==> config.mk <==
export PLATFORM = sky130hd
export DESIGN_NAME = cdb_rr_arbiter
export DESIGN_NICKNAME = d
export VERILOG_FILES = /design/src/rtl/cdb_rr_arbiter.sv
export SDC_FILE = /design/constraint.sdc
export NUM_CORES = 1
export LEC_CHECK = 0
export CORE_AREA = 10 10 177 179
export DETAILED_ROUTE_END_ITERATION = 8
export DIE_AREA = 0 0 187 189
export DONT_BUFFER_PORTS = 1
export MAX_ROUTING_LAYER = met4
export SYNTH_ARGS = -nofsm -noshare
export SYNTH_HDL_FRONTEND = slang
export SYNTH_SLANG_ARGS = --single-unit
==> constraint.sdc <==
create_clock -name clk -period 11.35 [get_ports clk]
set_input_delay 2.27 -clock clk [delete_from_list [all_inputs] [get_ports clk]]
set_output_delay 2.27 -clock clk [all_outputs]
set_load 0.005 [all_outputs]
==> src/rtl/cdb_rr_arbiter.sv <==
`default_nettype none
// ============================================================================
// Module      : cdb_rr_arbiter
// Description : Common-data-bus arbiter and broadcaster. Grants one result
//               source per cycle (round-robin or fixed priority) and drives
//               a registered CDB beat. Wide results are sent as two
//               back-to-back beats (low word, then high word) with the bus
//               locked in between.
// Revision    : 1.0 - initial release
// ============================================================================
module cdb_rr_arbiter #(
    parameter int N_SRC = 6,
    parameter int XLEN  = 32,
    parameter int TAG_W = 4,
    parameter int RR_EN = 1,
    parameter int SRC_W = $clog2(N_SRC)
) (
    input  logic                    clk,
    input  logic                    rst,
    input  logic                    flush,
    input  logic [N_SRC-1:0]        src_valid,
    output logic [N_SRC-1:0]        src_ready,
    input  logic [N_SRC-1:0]        src_wide,
    input  logic [N_SRC*XLEN-1:0]   src_data_lo,
    input  logic [N_SRC*XLEN-1:0]   src_data_hi,
    input  logic [N_SRC*TAG_W-1:0]  src_tag,
    output logic                    cdb_valid,
    output logic [TAG_W-1:0]        cdb_tag,
    output logic [XLEN-1:0]         cdb_data,
    output logic                    cdb_hi,
    output logic [SRC_W-1:0]        cdb_src,
    output logic                    busy_hi
);

    localparam logic [SRC_W-1:0] LAST_IDX = SRC_W'(N_SRC - 1);

    typedef enum logic [0:0] {
        ST_ARB     = 1'b0,
        ST_HOLD_HI = 1'b1
    } state_t;

    state_t             state_q, state_d;
    logic [SRC_W-1:0]   ptr_q, ptr_d;
    logic [XLEN-1:0]    hold_data_q, hold_data_d;
    logic [TAG_W-1:0]   hold_tag_q, hold_tag_d;
    logic [SRC_W-1:0]   hold_src_q, hold_src_d;
    logic               cdb_valid_q, cdb_valid_d;
    logic [TAG_W-1:0]   cdb_tag_q, cdb_tag_d;
    logic [XLEN-1:0]    cdb_data_q, cdb_data_d;
    logic               cdb_hi_q, cdb_hi_d;
    logic [SRC_W-1:0]   cdb_src_q, cdb_src_d;

    logic [SRC_W-1:0]   search_idx;
    logic [SRC_W-1:0]   win_idx;
    logic               win_found;
    logic               arb_en;
    logic [N_SRC-1:0]   grant_oh;
    logic               grant_any;
    logic [XLEN-1:0]    sel_lo;
    logic [XLEN-1:0]    sel_hi;
    logic [TAG_W-1:0]   sel_tag;
    logic               sel_wide;

    // Winner search: first valid index at/after the pointer (wrapping), or lowest index in fixed-priority mode
    always_comb begin
        search_idx = (RR_EN != 0) ? ptr_q : '0;
        win_idx    = '0;
        win_found  = 1'b0;
        for (int k = 0; k < N_SRC; k++) begin
            if (!win_found && src_valid[search_idx]) begin
                win_found = 1'b1;
                win_idx   = search_idx;
            end
            search_idx = (search_idx == LAST_IDX) ? '0 : search_idx + 1'b1;
        end
    end

    // Grant is suppressed during reset, flush and while the high beat is pending
    always_comb begin
        arb_en   = (state_q == ST_ARB) && !flush && !rst;
        grant_oh = '0;
        if (arb_en && win_found) begin
            grant_oh[win_idx] = 1'b1;
        end
    end

    assign grant_any = |grant_oh;
    assign src_ready = grant_oh;

    // One-hot mux of the granted source's payload
    always_comb begin
        sel_lo   = '0;
        sel_hi   = '0;
        sel_tag  = '0;
        sel_wide = 1'b0;
        for (int i = 0; i < N_SRC; i++) begin
            if (grant_oh[i]) begin
                sel_lo   = src_data_lo[i*XLEN +: XLEN];
                sel_hi   = src_data_hi[i*XLEN +: XLEN];
                sel_tag  = src_tag[i*TAG_W +: TAG_W];
                sel_wide = src_wide[i];
            end
        end
    end

    // Next-state and next-beat selection; flush outranks everything, then the pending high beat, then a new grant
    always_comb begin
        state_d     = state_q;
        ptr_d       = ptr_q;
        hold_data_d = hold_data_q;
        hold_tag_d  = hold_tag_q;
        hold_src_d  = hold_src_q;
        cdb_valid_d = 1'b0;
        cdb_hi_d    = 1'b0;
        cdb_tag_d   = cdb_tag_q;
        cdb_data_d  = cdb_data_q;
        cdb_src_d   = cdb_src_q;

        if (flush) begin
            state_d = ST_ARB;
        end else if (state_q == ST_HOLD_HI) begin
            cdb_valid_d = 1'b1;
            cdb_hi_d    = 1'b1;
            cdb_data_d  = hold_data_q;
            cdb_tag_d   = hold_tag_q;
            cdb_src_d   = hold_src_q;
            state_d     = ST_ARB;
        end else if (grant_any) begin
            cdb_valid_d = 1'b1;
            cdb_data_d  = sel_lo;
            cdb_tag_d   = sel_tag;
            cdb_src_d   = win_idx;
            if (RR_EN != 0) begin
                ptr_d = (win_idx == LAST_IDX) ? '0 : win_idx + 1'b1;
            end
            if (sel_wide) begin
                hold_data_d = sel_hi;
                hold_tag_d  = sel_tag;
                hold_src_d  = win_idx;
                state_d     = ST_HOLD_HI;
            end
        end
    end

    // State, pointer, holding register and CDB beat registers
    always_ff @(posedge clk or posedge rst) begin
        if (rst) begin
            state_q     <= ST_ARB;
            ptr_q       <= '0;
            hold_data_q <= '0;
            hold_tag_q  <= '0;
            hold_src_q  <= '0;
            cdb_valid_q <= 1'b0;
            cdb_tag_q   <= '0;
            cdb_data_q  <= '0;
            cdb_hi_q    <= 1'b0;
            cdb_src_q   <= '0;
        end else begin
            state_q     <= state_d;
            ptr_q       <= ptr_d;
            hold_data_q <= hold_data_d;
            hold_tag_q  <= hold_tag_d;
            hold_src_q  <= hold_src_d;
            cdb_valid_q <= cdb_valid_d;
            cdb_tag_q   <= cdb_tag_d;
            cdb_data_q  <= cdb_data_d;
            cdb_hi_q    <= cdb_hi_d;
            cdb_src_q   <= cdb_src_d;
        end
    end

    assign cdb_valid = cdb_valid_q;
    assign cdb_tag   = cdb_tag_q;
    assign cdb_data  = cdb_data_q;
    assign cdb_hi    = cdb_hi_q;
    assign cdb_src   = cdb_src_q;
    assign busy_hi   = (state_q == ST_HOLD_HI);

endmodule
`default_nettype wire

---- After elaboration in Yosys (flattened, before gate mapping) ----
Cells that the tools add are included.
operators by class
  $add $sub $neg .......................... 6
  order comparisons ....................... 8
  eq/ne operators ......................... 6
  multiplexer cells ....................... 72
  bitwise operators ....................... 2
  reduce and logical (&&, ||, !) cells .... 21
operators with widths
  cell                 number
  $mux 32              14
  $mux 3               14
  $mux 4               8
  $lt 3x4->1 const B   7
  $mux 1               28
  $add 3x1->3 const B  6
  $bmux 1 s3           6
  $eq 3x3->1 const B   6
  $logic_and 1x1->1    9
  $logic_not 1->1      7
  $mux 6               1
  $reduce_or 6->1      1
  $reduce_and 4->1     1
  $demux 1 s3          1
  $ge 3x1->1 const B   1
  $reduce_and 3->1     1
  $not 1->1            2
  $reduce_and 2->1     1
  $reduce_bool 2->1    1
storage, ports and cells
  register bits ........................... 84
  input port bits ......................... 423
  output and inout bits ................... 48
  logic and storage cells ................. 125

---- Longest topological paths before layout ----
  depth in word-level cells ............... 33
  gate-level depth with buffers ........... 15
  mapped depth without buffers ............ 10

---- Worst setup path after synthesis ----
Ideal clock, no wire load.
  path type ............................... input to output
  from .................................... input port src_valid[4]
  to ...................................... output port src_ready[4]
  arrival ................................. 4.655 ns
  data required time ...................... 9.080 ns
  path slack .............................. 4.425 ns
  cell stages on the path ................. 12
  buffers on the path ..................... 5
  cell sequence ........................... buf_6 mux4_2 mux2_4 nor2_2 and4_1 buf_4 nand2_1 a32oi_4 buf_2 buf_2 buf_2 and3_1
between the ends
  cells in the longest elaborated chain, start to end .. 23
  elaborated cells between the ends (all ways) .. 41
  those cells by class .................... order compare: 2; mux: 27; reduce/logical: 12
RTL lines
  what                                                                   RTL line  source
  start, declared                                                        21        input logic [N_SRC-1:0] src_valid,
  $bmux 1 s3                                                             70        if (!win_found && src_valid[search_idx]) begin
  $mux 1 (implied by the code)                                           70
  $mux 1                                                                 70
  $logic_not 1->1                                                        70
  $logic_and 1x1->1                                                      70
  $mux 1                                                                 70
  $logic_not 1->1                                                        70
  $logic_and 1x1->1                                                      70
  [7 not listed]                                                         --
  $logic_not 1->1                                                        70
  $logic_and 1x1->1                                                      70
  $mux 3                                                                 70
  $lt 3x4->1 (implied by the code) / $ge 3x1->1 (equally long branches)  83        grant_oh[win_idx] = 1'b1;
  $logic_and 1x1->1 (implied by the code)                                83
  $mux 1 (implied by the code)                                           83
  $demux 1 s3                                                            83
  $mux 6 (*)                                                             82        if (arb_en && win_found) begin
  end, declared                                                          22        output logic [N_SRC-1:0] src_ready,
Mark *: on every way between the ends. The rest lies on a longest branch, timed or not. The select of a mux whose other input is x is not followed.

---- Final worst setup path ----
  from .................................... input port src_valid[2]
  to ...................................... output port src_ready[5]
Same word-level chain as after synthesis.

==> key figures <==
Route
  – Vias per std cell: between 5 and 6
  – DRC viols: 0
  – Final WL: ~36000 um
  – TritonRoute pass-1 iters: 5
  – DR iter-0 viols: 644
  – DR vias: roughly 7300
  – Routed Antenna Nets: 0
  – DR WL/cell: about 29 um

Logic synthesis
  – Synth Net Count: between 1000 and 1500
  – Post-Syn Instances: approximately 900
  – Post-synthesis xor/xnor area fraction: less than 1%
  – Synth warn: 0
  – Post-synthesis average cell area: 8.40 um^2
  – Fraction of registers with async set/reset: between 90% and 100%
  – Top cell type by total area after synthesis: dfrtp_1
  – Adder-cell area share of the yosys netlist: 0%
  – Commonest cells in the synthesized netlist: mux2i_1 (138), nand2_1 (131), o21ai_0 (113), dfrtp_1 (84), nor2_1 (39)
  – Post-synth cell types: 67
  – Syn Std Cell Area: ~7700 um^2
  – Post-synth top area share: a little over a quarter
  – Sequential share of the synthesized area: around 27%
  – Combinational family with the most area after synthesis: compound AO/OA/AOI/OAI gates
  – Mux contribution to synthesized area: 22.4%
  – Most common cell in the netlist: mux2i_1
  – Register bit total from synthesis: 84
  – Synth Area in Compound Gates: between 20% and 30%
  – Primary FF master, synth: dfrtp_1
  – Synth area leaders: dfrtp_1 (27%), mux2i_1 (18%), o21ai_0 (7.4%), nand2_1 (6.4%), a2bb2oi_1 (3.6%)
  – Post-synth EDFFs: 0
  – Simple-Gate Fraction of Synth Area: 16.1%

Critical path
  – CP Class: primary input to primary output
  – Crit path DAT: about 6000 ps
  – CP delay by family, top: simple AND/OR/NAND/NOR gates
  – Reg2reg end: cdb_data[22]
  – CP max-delay cell: and2_1
  – CP startpoint: src_valid[2]
  – WP buf/inv: 2
  – Critical path startpoint category: primary input
  – Worst-path maximum fanout: 47
  – Crit-path max cell delay: around 600 ps
  – Worst reg-to-reg path cell count: 12
  – R2R Path Start: ptr_q[1]
  – CP Capture Type: primary output
  – Crit-path most repeated cell: nand2_1
  – Crit path required time: slightly above 9000 ps
  – Reg2Reg Setup Slack: a little over 6000 ps
  – Sequence of cells on the critical path: nand2b_1 > a221oi_1 > or2_1 > and4_1 > nand2_1 > a32oi_4 > buf_4 > and2_1 > nand2_1 > inv_1

Clock tree
  – Num CTS Buffers: 9
  – Max Root-Sink Buffers: 2
  – Clk sinks: 84
  – CTS tree: done
  – CTS HTree Levels: 3
  – Clock root buffer: clkbuf_16
  – CTS hold repair buffers: 0
  – Post_cts resized: 0
  – Number of setup buffers added after CTS: 0
  – Clk Latency, worst-skew pair: around 340 ps
  – Reg clk slew, reported paths: 60 ps

Place
  – Final HPWL DP: between 20000 and 30000 um
  – GP Congestion: roughly 0.89
  – Port buffer count: 0
  – Cells after DPL: approximately 1200

Floorplanning
  – Die H: between 150 and 200 um
  – Starting density of the core: ~28%
  – Die Width: about 190 um
  – Die area: around 35000 um^2
  – Core box area: 27600 um^2
  – Row count: 61
  – Top-Level Pins: around 470

STA
  – # setup viols final: 0
  – Fmax: between 0.1 and 0.15 GHz
  – Slew @ Worst Pin: approximately 1100 ps
  – Max Slew Vio Count: 0
  – Final Hold Fails: 0
  – Fin crit period: between 8000 and 9000 ps
  – Unrepaired setup endpoints after global routing: false
  – Worst slew margin: 28.3%
  – Clk_skew: 7.70 ps
  – Setup TNS: 0 ps
  – Tcrit/Tclk final: a little under three quarters

Hold path
  – Hold Crit Class: flop to flop
  – Worst Hold Path EP: hold_tag_q[2]
  – Hold path cells: 1
  – HP Start: hold_tag_q[2]

Power
  – Peak supply drop: approximately 380 uV
  – P_leak: ~0.0033 uW
  – Pwr Density: ~400 nW/um^2

Flow run
  – Max-Cap Viols: 0

Global route
  – First-pass GRT wire length: a little over 50000 um
  – Vias in the first global route: ~7600
  – GRT overflow: 0
  – Largest net degree at the start of global routing: approximately 160
  – Initial antenna violation count: 3
  – GR Util All Layers: 19.4%

Final layout
  – Area occupied by multi-input gates: 5020 um^2
  – P&R area growth vs syn: 4.37%
  – Ratio of cells with drive above 1 in the final layout: 8.36%
  – Nets: 1269
  – Fin cells: between 1000 and 1500
  – Sequential cell area: 2100 um^2
  – # fillers: a little over 3000

Run status
  – Status: finished clean
==> how the worst max path moves through the flow <==
stage	endpoint	slack (ps)	depth (start not counted)
finish	src_ready[5]	3250	10
global route	src_ready[5]	2970	10
CTS	src_ready[5]	3300	10
detailed placement	src_ready[5]	3280	10
global placement	src_ready[5]	3330	10
floorplan	src_ready[4]	4430	12
==> cell usage in the layout, fill, tap and decap left out, types with 13 or more instances in the layout <==
| master | count |
|---|---|
| a21oi_1 | 29 |
| a22oi_1 | 15 |
| nand3_1 | 17 |
| a221oi_1 | 22 |
| nand4_1 | 32 |
| dfrtp_1 | 83 |
| o22ai_1 | 20 |
| o21ai_0 | 113 |
| a2bb2oi_1 | 32 |
| and3_1 | 13 |
| a31oi_1 | 21 |
| nand2_1 | 131 |
| mux2_2 | 21 |
| mux2i_1 | 138 |
| nor2_1 | 38 |
==> cell families (layout without fill, tap and decap cells) <==
family / count (synthesis) / in the layout
AO/OA/AOI/OAI: 303 / 303
XOR/XNOR: 1 / 1
buffers and inverters: 100 / 35
flip-flops: 84 / 84
multiplexers: 166 / 166
other: 0 / 5
AND/OR/NAND/NOR: 260 / 260
==> area by class of cell <==
class	instances	area share, %
timing repair buffer	13	1.37
clock buffer	10	2.98
sequential	84	26.2
clock inverter	4	0.328
multi-input combinational	730	62.6
antenna	5	0.156
inverter	8	0.406
tap	378	5.90
==> power by group <==
part / internal (uW) / switching [uW]
combinational: 907 / 1440
clock: 152 / 127
sequential: 437 / 165
==> through the flow <==
step | power (uW) | cell area (um^2) | utilization (%) | setup WS (ps) | hold slack (ps)
6_report | 3230 | 8020 | 29.0 | 3250 | 487
5_1_grt | 3520 | 8010 | 29.0 | 2970 | 509
4_1_cts | 3250 | 8000 | 29.0 | 3300 | 489
3_5_place_dp | 2960 | 7740 | 28.0 | 3280 | 474
3_3_place_gp | 2930 | 7740 | 28.0 | 3330 | 468
2_1_floorplan | 2480 | 7680 | - | 4430 | 457
==> registers in the layout, indices dropped and copies added (netlist names) <==
signal,flops
cdb_valid,1
busy_hi,1
cdb_src,3
cdb_tag,4
ptr_q,3
cdb_data,32
hold_data_q,32
cdb_hi,1
hold_tag_q,4
hold_src_q,3
==> worst register-to-register path: stages (launching register included) <==
cell and delay (ps):
dfrtp_1 990, mux4_2 610, mux2_4 300, nor2_2 130, and4_1 400, nand2_1 150, a32oi_4 190, buf_4 450
buf_4 650, nand2b_1 590, o21ai_0 320, a221oi_1 280, o22ai_1 130
==> layer usage <==
metal,GRT usage [%],part of all wire (%),up-vias
met5,-,0,-
met4,4.13,1.3,0
met3,4.59,6.7,23
met2,32.0,50,385
met1,23.7,42,3574
li1,-,-,3310
Note: power is estimated with default switching activity, not from simulation.
